## src/rtl/hc_csr_bank.sv

```systemverilog
`default_nettype none
// ============================================================================
// Module   : hc_csr_bank
// Brief    : HardCloud MMIO CSR bank: DSM base, control FSM, N buffer
//            descriptors, 1-cycle read responses. Optional readback mux is
//            enabled by defining HC_CSR_READBACK_EN.
// Revision : 1.0 - initial release
// ============================================================================
module hc_csr_bank #(
   parameter int          HC_BUFFER_SIZE = 3,
   parameter logic [15:0] HC_BUF_BASE    = 16'h120,
   parameter logic [15:0] HC_CTRL_ADDR   = 16'h118,
   parameter logic [15:0] HC_DSM_ADDR    = 16'h110
) (
   input  logic                         clk,
   input  logic                         reset,
   // c0 MMIO request (hdr.address is a DWORD address)
   input  logic [15:0]                  rx_mmio_addr,
   input  logic [8:0]                   rx_mmio_tid,
   input  logic [63:0]                  rx_mmio_data,
   input  logic                         rx_mmio_wr_valid,
   input  logic                         rx_mmio_rd_valid,
   // c2 MMIO read response
   output logic [8:0]                   tx_mmio_tid,
   output logic [63:0]                  tx_mmio_data,
   output logic                         tx_mmio_rd_valid,
   output logic [63:0]                  dsm_base,
   output logic [HC_BUFFER_SIZE*42-1:0] buf_addr,
   output logic [HC_BUFFER_SIZE*32-1:0] buf_size,
   output logic [HC_BUFFER_SIZE-1:0]    buf_valid,
   output logic                         afu_reset,
   output logic                         start,
   output logic                         running,
   input  logic                         done
);

   localparam logic [2:0] S_RST  = 3'd0;
   localparam logic [2:0] S_IDLE = 3'd1;
   localparam logic [2:0] S_RUN  = 3'd2;
   localparam logic [2:0] S_DONE = 3'd3;
   localparam logic [2:0] S_STOP = 3'd4;

   localparam logic [31:0] c_CMD_ASSERT_RST = 32'h0;
   localparam logic [31:0] c_CMD_DEASSERT   = 32'h1;
   localparam logic [31:0] c_CMD_START      = 32'h3;
   localparam logic [31:0] c_CMD_STOP       = 32'h7;

   localparam logic [15:0] c_DSM_DW     = HC_DSM_ADDR >> 2;
   localparam logic [15:0] c_CTRL_DW    = HC_CTRL_ADDR >> 2;
   localparam logic [15:0] c_BUF_DW     = HC_BUF_BASE >> 2;
   localparam logic [15:0] c_BUF_END_DW = c_BUF_DW + 16'(4 * HC_BUFFER_SIZE);
   localparam int          c_IDX_W      = (HC_BUFFER_SIZE > 1) ? $clog2(HC_BUFFER_SIZE) : 1;

   logic [2:0]  state_q, state_d;
   logic        start_q, start_d;
   logic [63:0] dsm_base_q, dsm_base_d;
   logic [41:0] buf_addr_q [HC_BUFFER_SIZE];
   logic [41:0] buf_addr_d [HC_BUFFER_SIZE];
   logic [31:0] buf_size_q [HC_BUFFER_SIZE];
   logic [31:0] buf_size_d [HC_BUFFER_SIZE];
   logic [HC_BUFFER_SIZE-1:0] buf_valid_q, buf_valid_d;
   logic        rsp_valid_q, rsp_valid_d;
   logic [8:0]  rsp_tid_q, rsp_tid_d;
   logic [63:0] rsp_data_q, rsp_data_d;

   logic               w_dsm_hit;
   logic               w_ctrl_wr;
   logic               w_buf_hit;
   logic [15:0]        w_buf_off;
   logic [c_IDX_W-1:0] w_buf_idx;
   logic               w_reg_wr;
   logic               w_assert_rst;
   logic [31:0]        w_cmd;
   logic [63:0]        w_rd_data;

   // ---------------------------------------------------------------------
   // Address decode; the descriptor window check bounds the index to N-1
   // ---------------------------------------------------------------------
   always_comb begin
      w_dsm_hit    = (rx_mmio_addr == c_DSM_DW);
      w_buf_off    = rx_mmio_addr - c_BUF_DW;
      w_buf_idx    = c_IDX_W'(w_buf_off >> 2);
      w_buf_hit    = !rx_mmio_addr[0] && (rx_mmio_addr >= c_BUF_DW) &&
                     (rx_mmio_addr < c_BUF_END_DW);
      w_cmd        = rx_mmio_data[31:0];
      w_ctrl_wr    = rx_mmio_wr_valid && (rx_mmio_addr == c_CTRL_DW);
      w_assert_rst = w_ctrl_wr && (w_cmd == c_CMD_ASSERT_RST);
      w_reg_wr     = rx_mmio_wr_valid && (state_q != S_RUN);
   end

   // ---------------------------------------------------------------------
   // Register file next-state
   // ---------------------------------------------------------------------
   always_comb begin
      dsm_base_d  = dsm_base_q;
      buf_addr_d  = buf_addr_q;
      buf_size_d  = buf_size_q;
      buf_valid_d = buf_valid_q;
      if (w_reg_wr && w_dsm_hit) begin
         dsm_base_d = rx_mmio_data;
      end
      if (w_reg_wr && w_buf_hit) begin
         if (rx_mmio_addr[1]) begin
            buf_size_d[w_buf_idx]  = rx_mmio_data[31:0];
            buf_valid_d[w_buf_idx] = 1'b1;
         end else begin
            buf_addr_d[w_buf_idx] = rx_mmio_data[41:0];
         end
      end
      if (w_assert_rst) begin
         dsm_base_d  = '0;
         buf_valid_d = '0;
      end
   end

   // ---------------------------------------------------------------------
   // Control FSM: state register / next-state / outputs
   // ---------------------------------------------------------------------
   always_ff @(posedge clk) begin
      if (reset) begin
         state_q <= S_RST;
         start_q <= 1'b0;
      end else begin
         state_q <= state_d;
         start_q <= start_d;
      end
   end

   always_comb begin
      state_d = state_q;
      if (w_assert_rst) begin
         state_d = S_RST;
      end else begin
         case (state_q)
            S_RST: begin
               if (w_ctrl_wr && (w_cmd == c_CMD_DEASSERT)) state_d = S_IDLE;
            end
            S_IDLE, S_DONE, S_STOP: begin
               if (w_ctrl_wr && (w_cmd == c_CMD_START)) state_d = S_RUN;
            end
            S_RUN: begin
               // a STOP command outranks a simultaneous completion
               if (w_ctrl_wr && (w_cmd == c_CMD_STOP)) state_d = S_STOP;
               else if (done)                          state_d = S_DONE;
            end
            default: state_d = S_RST;
         endcase
      end
      start_d = (state_d == S_RUN) && (state_q != S_RUN);
   end

   always_comb begin
      afu_reset = (state_q == S_RST);
      running   = (state_q == S_RUN);
      start     = start_q;
   end

   // ---------------------------------------------------------------------
   // Read data mux (sampled from pre-write register values)
   // ---------------------------------------------------------------------
`ifdef HC_CSR_READBACK_EN
   always_comb begin
      w_rd_data = '0;
      if (w_dsm_hit) begin
         w_rd_data = dsm_base_q;
      end else if (rx_mmio_addr == c_CTRL_DW) begin
         w_rd_data = {61'b0, state_q};
      end else if (w_buf_hit) begin
         w_rd_data = rx_mmio_addr[1] ? {32'b0, buf_size_q[w_buf_idx]}
                                     : {22'b0, buf_addr_q[w_buf_idx]};
      end
   end
`else
   always_comb begin
      w_rd_data = '0;
   end
`endif

   always_comb begin
      rsp_valid_d = rx_mmio_rd_valid;
      rsp_tid_d   = rx_mmio_rd_valid ? rx_mmio_tid : 9'd0;
      rsp_data_d  = rx_mmio_rd_valid ? w_rd_data : 64'd0;
   end

   always_ff @(posedge clk) begin
      if (reset) begin
         dsm_base_q  <= '0;
         buf_valid_q <= '0;
         rsp_valid_q <= 1'b0;
         rsp_tid_q   <= '0;
         rsp_data_q  <= '0;
         for (int i = 0; i < HC_BUFFER_SIZE; i++) begin
            buf_addr_q[i] <= '0;
            buf_size_q[i] <= '0;
         end
      end else begin
         dsm_base_q  <= dsm_base_d;
         buf_valid_q <= buf_valid_d;
         rsp_valid_q <= rsp_valid_d;
         rsp_tid_q   <= rsp_tid_d;
         rsp_data_q  <= rsp_data_d;
         for (int i = 0; i < HC_BUFFER_SIZE; i++) begin
            buf_addr_q[i] <= buf_addr_d[i];
            buf_size_q[i] <= buf_size_d[i];
         end
      end
   end

   generate
      for (genvar g = 0; g < HC_BUFFER_SIZE; g++) begin : g_buf_out
         assign buf_addr[g*42 +: 42] = buf_addr_q[g];
         assign buf_size[g*32 +: 32] = buf_size_q[g];
      end
   endgenerate

   assign dsm_base         = dsm_base_q;
   assign buf_valid        = buf_valid_q;
   assign tx_mmio_rd_valid = rsp_valid_q;
   assign tx_mmio_tid      = rsp_tid_q;
   assign tx_mmio_data     = rsp_data_q;

endmodule
`default_nettype wire

```

## config.mk

```make
export PLATFORM = sky130hd
export DESIGN_NAME = hc_csr_bank
export DESIGN_NICKNAME = d
export VERILOG_FILES = /design/src/rtl/hc_csr_bank.sv
export SDC_FILE = /design/constraint.sdc
export NUM_CORES = 1
export LEC_CHECK = 0
export BUFFER_PORTS_ARGS = -buffer_cell sky130_fd_sc_hd__buf_2
export CORE_AREA = 2 2 177 179
export DETAILED_ROUTE_END_ITERATION = 10
export DIE_AREA = 0 0 179 181
export GPL_ROUTABILITY_DRIVEN = 0
export PLACE_DENSITY = 0.73
export SLEW_MARGIN = 20
export SYNTH_ARGS = -nofsm -noshare
export SYNTH_HDL_FRONTEND = slang
export SYNTH_SLANG_ARGS = --single-unit
```

## constraint.sdc

```tcl
create_clock -name clk -period 1.8 [get_ports clk]
set_clock_uncertainty 0.1 [all_clocks]
set_input_delay 0.18 -clock clk [delete_from_list [all_inputs] [get_ports clk]]
set_output_delay 0.18 -clock clk [all_outputs]
set_load 0.01 [all_outputs]
```

Word-level counts from Yosys, hierarchy flattened --
Index checks and enable logic that the tools add are counted.
Operators by class: shift operators 0, bitwise logic cells 4, $mul 0, $add $sub $neg 1, mux-type cells 14, magnitude comparators 6, equal/unequal tests 11, divide/modulo/power cells 0, reductions and logical operators 21
Operators with widths (number):
- bitwise mux 126 bit | 1
- bitwise mux 96 bit | 1
- demux 42 bit (select 2 bit) | 1
- demux 32 bit (select 2 bit) | 1
- 2-to-1 mux 42 bit | 1
- equality test 16 x 7 -> 1 bit, second input constant | 2
- equality test 32 x 1 -> 1 bit, second input constant | 1
- equality test 32 x 2 -> 1 bit, second input constant | 1
- equality test 32 x 3 -> 1 bit, second input constant | 1
- logical NOT 32 bit | 1
- 2-to-1 mux 32 bit | 1
- greater-or-equal comparator 16 x 7 -> 1 bit, second input constant | 1
- < comparator 16 x 7 -> 1 bit, second input constant | 1
- 2-to-1 mux 3 bit | 5
- logical AND 1 bit | 13
- equality test 3 x 2 -> 1 bit, second input constant | 3
- one-hot mux 3 bit (3 select lines) | 1
- AND reduction 2 bit | 2
- OR reduction 2 bit | 2
- subtractor 4 bit, second input constant | 1
- equality test 3 x 1 -> 1 bit, second input constant | 1
- equality test 3 bit, second input constant | 1
- greater-or-equal comparator 3 bit, second input constant | 1
- logical NOT 3 bit | 1
- other kinds (11) | 12
Storage, ports and cells: memories kept 0, latch bits 0, flip-flop bits (word level) 303, logic and storage cells 69, bits in read-only memories 0, output and inout bits 366, RAM bits 0

Longest topological paths before layout --
Gate-level depths: netlist of run 1.
depth after elaboration 8, gate-level depth with buffers 9

Least setup slack after synthesis of run 1 --
Ideal clock, no wire load.
kind register to register, start register state_q[0], end register buf_size_q, in the netlist buf_size[36], arrival time 1719 ps, library setup time 143 ps, path slack -163 ps, clock period less this slack 1963 ps, data required time 1557 ps, stages on the path, launching flop included 10, cell sequence dfxtp_1 > buf_2 > nor2_1 > nor3_2 > nor4b_4 > and3_1 > buf_6 > buf_12 > nand2_2 > a21oi_2
On the way: longest elaborated chain between the ends 4
RTL lines:
- from (decl) | line 54 | logic [2:0] state_q, state_d;
- from (signal assigned) | line 124 | state_q <= state_d;
- inequality test 3 x 2 -> 1 bit | line 88 | w_reg_wr = rx_mmio_wr_valid && (state_q != S_RUN);
- logical AND 1 bit | line 88
- logical AND 1 bit | line 102 | if (w_reg_wr && w_buf_hit) begin
- AND reduction 2 bit (no source line)
- to (signal, indexed assignment) | line 204 | buf_size_q[i] <= buf_size_d[i];
- to (decl) | line 59 | logic [31:0] buf_size_q [HC_BUFFER_SIZE];
Every way passes these cells. A chain may end at the register's enable or synchronous reset.

Worst setup path in the final report of run 1 --
start register state_q[0], end register buf_addr_q, in the netlist buf_addr[65]
On the way: longest elaborated chain between the ends 4
RTL lines:
- inequality test 3 x 2 -> 1 bit | line 88
- logical AND 1 bit | line 88
- logical AND 1 bit | line 102
- AND reduction 2 bit (no source line)
- to (signal, indexed assignment) | line 203 | buf_addr_q[i] <= buf_addr_d[i];
- to (decl) | line 57 | logic [41:0] buf_addr_q [HC_BUFFER_SIZE];
Every way passes these cells.

==> key figures, run 1 <==
Clock tree
  • Clock slew seen by the registers of the worst setup and hold paths: 0.07 ns
  • Num CTS Buffers: 31
  • Clock Sinks: 303
  • CTS tree: done
  • Clk_lat worst skew: 0.55 ns
  • CTS Buffer Depth: 3
  • CTS root buf: clkbuf_16
  • H-tree depth: 1

Timing
  • Final hold viol count: 0
  • Worst slew margin: 54.55%
  • Final Setup Violations: 170
  • Slew Viols, Final: 0
  • Achievable Freq: 522.9 MHz
  • Final setup TNS: -6.863 ns
  • Min cycle time layout: 1.912 ns
  • Final Worst Setup Slack: -0.1124 ns
  • Worst-margin pin slew: 0.6818 ns
  • Fin crit share: 106.2%
  • RSZ-0062 raised after global routing: true
  • Final hold slack: 0.02442 ns

Placement
  • Hpwl dp: 28.71 mm
  • Post-Place Cell Area: 14,340 µm²
  • Setup slack at placement: -0.5736 ns
  • IO buf count: 395
  • Placed insts: 2,209

Hold path
  • Class of the worst hold path: in2reg

Pwr
  • Leak pwr: 7.300 nW
  • Switching pwr: 3.250 mW
  • Pwr/cell area: 856.3 nW/µm²
  • Flop pwr share: 46.0%
  • Clk network pwr share: 48.5%
  • Peak supply drop: 0.7500 mV
  • Switching Share: 22.28%
  • Combinational power share: 5.5%
  • Internal: 11.34 mW
  • Total chip power: 14.59 mW

Critical path
  • Arr. time, crit path: 2.23 ns
  • WS Path Type: reg2reg
  • Startpoint types: flip-flop
  • Critical path fanouts, max: 42
  • R2R setup slack: -0.11 ns
  • Worst path required time: 2.12 ns
  • Critical Path End Type: flip-flop

Synthesis
  • Distinct cell type count after synthesis: 40
  • Synth area leader: dfxtp_1
  • Top-count cell post-synth: nand2_1
  • Seq cells post-synth: 303
  • Part of the Yosys area used for sequential elements: 51.38%
  • Post-synth EDFFs: 0
  • Fraction of synthesized cell area taken by the top area cell type: 51.38%
  • Warnings from Yosys: 0
  • Synthesized area per cell: 8.109 µm²
  • Synth async-reset ratio: 0%
  • Synth cell count leaders: 548 x nand2_1, 303 x dfxtp_1, 257 x a21oi_1
  • Top post-synthesis cells by area: dfxtp_1 51%, nand2_1 17%, a21oi_1 11%
  • Synth Cell Area: 11,810 µm²
  • Ys flop type: dfxtp_1
  • Post-synthesis cell count: 1,456

Job
  • Max-cap violation count: 0

Route
  • First-iteration detailed-routing DRC count: 1,033
  • Routed wl met2: 21.70 mm
  • M1 wire length: 18.01 mm
  • Wire length on met3: 3.994 mm
  • Vias: 11,850
  • Vias per cell: 5.036
  • Drt wl/cell: 19.18 µm
  • Max layer used: met5
  • Initial DRT Pass Iterations: 6
  • DR DRC count: 0
  • Final Routed Wirelength: 45.15 mm
  • Remaining antenna violation count: 0

Die
  • FP Rows: 64
  • Top Ports: 460
  • Initial cell density of the core: 38.90%
  • Chip width: 179 µm
  • Die area: 32,400 µm²
  • Core area: 30,350 µm²
  • Die Y-Extent: 181 µm

Layout
  • Layout cells sized above 1: 37.15%
  • Final core utilization: 56.13%
  • Fill count: 2,640
  • Nets: 2,027
  • Area of the multi-input gates: 5280 µm²
  • Post-route design area: 17,040 µm²
  • Layout area overhead: 44.30%
  • Fin cells: 2,354
  • Seq. cell area: 6071 µm²

Global route
  • Initial antenna violation count: 2
  • Pin count of the biggest net entering global routing: 126
  • Grt ovf: 0
  • GRT Overall Usage: 24.42%
  • First-pass GRT wire length: 61.51 mm
  • Vias in the first global route: 10,960

Outcome
  • Violated checks: setup timing
  • Outcome: complete, but fails checks
[worst paths after layout]
kind	start	endpoint	depth (start not counted)
max reg2reg	state_q[0]	buf_addr[65]	9
min	rx_mmio_data[0]	buf_size[32]	4
max	state_q[0]	buf_addr[65]	9
min reg2reg	buf_size[91]	buf_size[91]	2
[logic make-up after synthesis]
group	after synthesis	synth area share, %
AO/OA/AOI/OAI	295	13.66
buffers and inverters	194	10.60
flip-flops	303	51.38
multiplexers	2	0.1696
other	1	0.03176
AND/OR/NAND/NOR	661	24.16
[power by group through the flow]
stage | combinational, mW | clock [mW] | sequential (mW)
floorplan | 0.432 | 0 | 6.87
CTS | 0.755 | 7.15 | 6.71
global route | 0.839 | 7.45 | 6.71
detailed placement | 0.631 | 0 | 6.87
finish | 0.796 | 7.08 | 6.71
global placement | 0.629 | 0 | 6.86
[critical path, cell delays in order, from the launching register on]
cell     delay (ns)
dfxtp_4        0.36
nor2_4         0.11
nor3_4         0.08
buf_6          0.12
nor4_4         0.27
buf_4          0.22
nand3_2        0.10
buf_12         0.20
nand2_1        0.12
a21oi_1        0.07
[registers in the layout, indices dropped and copies added (netlist names)]
| signal | flops |
|---|---|
| buf_addr | 126 |
| buf_size | 96 |
| dsm_base | 64 |
| tx_mmio_tid | 9 |
| buf_valid | 3 |
| state_q | 3 |
| start | 1 |
| tx_mmio_rd_valid | 1 |
[placed cells by master (no fill, tap or decap), types with 42 or more instances in the layout]
cell type,n
clkbuf_16,42
dfxtp_1,301
dlygate4sd3_1,69
nand2_4,44
a21oi_2,51
buf_2,392
nand2_1,495
conb_1,64
buf_4,69
a21oi_1,235
[per-layer routing]
metal | vias up | GRT usage, %
met5 | - | 0
met4 | 2 | 8.715
met3 | 105 | 4.588
met2 | 675 | 41.02
met1 | 5564 | 31.07
li1 | 5508 | -
[cell type report]
cell class,instances,area share (%)
Sequential cell,303,35.63
Clock buffer,35,4.877
Inverter,1,0.02203
Tap cell,396,2.908
Antenna cell,1,0.01469
Timing Repair Buffer,574,23.74
Multi-Input combinational cell,1022,30.99
Clock inverter,22,1.814
[what timing repair did]
| action | CTS | global route |
|---|---|---|
| setup endpoints to repair | 105 | 285 |
| setup buffers | 2 | 3 |
| hold buffers | 70 | 0 |
| endpoints found under the hold margin | 241 | 0 |
| pin swaps | 4 | 68 |
| resized for setup | 15 | 126 |
| cloned | 0 | 13 |
Note: power is estimated with default switching activity, not from simulation.
==> run 2: changes to the inputs <==
Settings changed: CORE_AREA 2 2 177 179 to 2 2 178 180, DIE_AREA 0 0 179 181 to 0 0 180 182, PLACE_DENSITY 0.73 to 0.7.
Clock period 1.8 ns to 1.9 ns, I/O delays scaled along.
==> key figures, run 2 (same netlist as run 1, synthesis figures left out) <==
Clock tree
  • H-tree depth: 2
  • Clock slew seen by the registers of the worst setup and hold paths: 0.06 ns
  • CTS root buf: clkbuf_16
  • CTS Buffer Depth: 3
  • Clock Sinks: 303
  • Num CTS Buffers: 34
  • Clk_lat worst skew: 0.50 ns
  • CTS tree: done

Hold path
  • Class of the worst hold path: in2reg

Timing
  • Min cycle time layout: 1.863 ns
  • Achievable Freq: 536.7 MHz
  • Final Setup Violations: 0
  • Slew Viols, Final: 0
  • Final hold slack: 0.02486 ns
  • Fin crit share: 98.07%
  • Final hold viol count: 0
  • Final Worst Setup Slack: 0.03674 ns
  • RSZ-0062 raised after global routing: true

Layout
  • Max reg flops: 126
  • Commonest cells after routing, fill and taps aside: 544 x nand2_1, 394 x buf_2, 301 x dfxtp_1
  • Final core utilization: 52.73%
  • Nets: 2,015
  • Seq. cell area: 6068 µm²
  • Fin cells: 2,353
  • Fill count: 2,849
  • Area of the multi-input gates: 4822 µm²
  • Most common cell after layout, fill and taps aside: nand2_1
  • Layout cells sized above 1: 34.07%
  • Layout area overhead: 38.40%

Global route
  • Met2 Usage GRT: 41.35%
  • Met3 Usage GRT: 5.876%
  • Pin count of the biggest net entering global routing: 85
  • GRT Overall Usage: 24.54%
  • Initial antenna violation count: 8
  • Vias in the first global route: 10,760
  • First-pass GRT wire length: 62.84 mm
  • Met1 Track Usage GR: 29.97%
  • Busiest grt layer: met2
  • Grt ovf: 0

Job
  • Max-cap violation count: 0

Route
  • First-iteration detailed-routing DRC count: 882
  • Vias per cell: 4.937
  • Remaining antenna violation count: 0
  • DR DRC count: 0
  • Drt wl/cell: 18.88 µm
  • Vias: 11,620
  • Final Routed Wirelength: 44.43 mm
  • Initial DRT Pass Iterations: 5

Critical path
  • Crit-path slowest cell: dfxtp_2
  • Slowest stage delay, CP: 0.39 ns
  • WS Path Type: reg2reg
  • Cell family with most CP delay: compound AO/OA/AOI/OAI gates
  • Startpoint types: flip-flop
  • Arr. time, crit path: 2.17 ns
  • R2R setup slack: 0.04 ns
  • Buf/Inv on CP: 1
  • Critical path fanouts, max: 4
  • Worst-path cell chain: nor2_4 -> nor3_4 -> buf_4 -> and2_1 -> a21boi_0 -> o22ai_1 -> a211oi_1
  • Worst path required time: 2.21 ns
  • Critical Path End Type: flip-flop

Die
  • Die Y-Extent: 182 µm
  • Core area: 30,990 µm²
  • Top Ports: 460
  • FP Rows: 65
  • Die area: 32,760 µm²
  • Chip width: 180 µm
  • Initial cell density of the core: 38.10%

Outcome
  • Outcome: finished clean

Pwr
  • Peak supply drop: 0.5226 mV
  • Leak pwr: 6.987 nW
  • Pwr/cell area: 848.0 nW/µm²
  • Total chip power: 13.86 mW

Placement
  • Hpwl dp: 30.02 mm
  • IO buf count: 395
  • Setup slack at placement: -0.3851 ns
  • Placed insts: 2,222
## run 2: changes by cell type in the layout (fill, tap and decap cells not counted), sizes merged, moves of 3 or more
cell and change:
clkbuf +9, bufinv -4, clkinv -3, dlygate4sd3 -18, buf +10, clkinvlp -4, diode +4
## run 2: path summary, 6_finish.rpt
check / start / to / depth (start not counted)
setup / recovery: state_q[0] / state_q[0] / 7
hold / removal: rx_mmio_data[28] / buf_size[60] / 4
setup reg to reg: state_q[0] / state_q[0] / 7
hold reg to reg: dsm_base[34] / dsm_base[34] / 2
## run 2: area by class of cell
class                           count  area share [%]
Antenna cell                        5         0.07658
Clock buffer                       50           6.195
Clock inverter                     11          0.8806
Inverter                            1         0.02297
Multi-Input combinational cell   1022           29.51
Sequential cell                   303           37.14
Tap cell                          402           3.078
Timing Repair Buffer              559           23.10
## run 2: tightest hold or removal path, stage by stage
cell	delay [ns]
buf_2	0.12
buf_4	0.17
nand2_2	0.07
a21oi_2	0.04
## run 2: layer usage
| layer | part of all wire, % | wire (µm) | vias up |
|---|---|---|---|
| li1 | - | - | 5478 |
| met1 | 40 | 17910 | 5429 |
| met2 | 48 | 21160 | 587 |
| met3 | 8.0 | 3570 | 118 |
| met4 | 4.0 | 1768 | 4 |
| met5 | 0.065 | 29 | - |
## run 2: per-stage QoR
stage               TNS, ns  instance area, µm²
floorplan                 0               12050
global placement     -73.56               14360
detailed placement   -87.97               14360
CTS                       0               16060
global route         -2.646               16330
finish                    0               16340
## run 2: repair_timing
item                                    CTS  global route
pin swaps                                 3             4
cloned                                    0             8
buffers inserted                          3             3
endpoints found under the setup margin   33           227
hold buffers                             51             0
resized for setup                         2            28
endpoints found under the hold margin   117             0
## run 2: power breakdown
part | internal, mW | total [mW] | switching [mW]
Clock | 4.12 | 6.77 | 2.65
Sequential | 6.36 | 6.36 | 0.00230
Combinational | 0.267 | 0.722 | 0.455
Total | 10.7 | 13.9 | 3.11
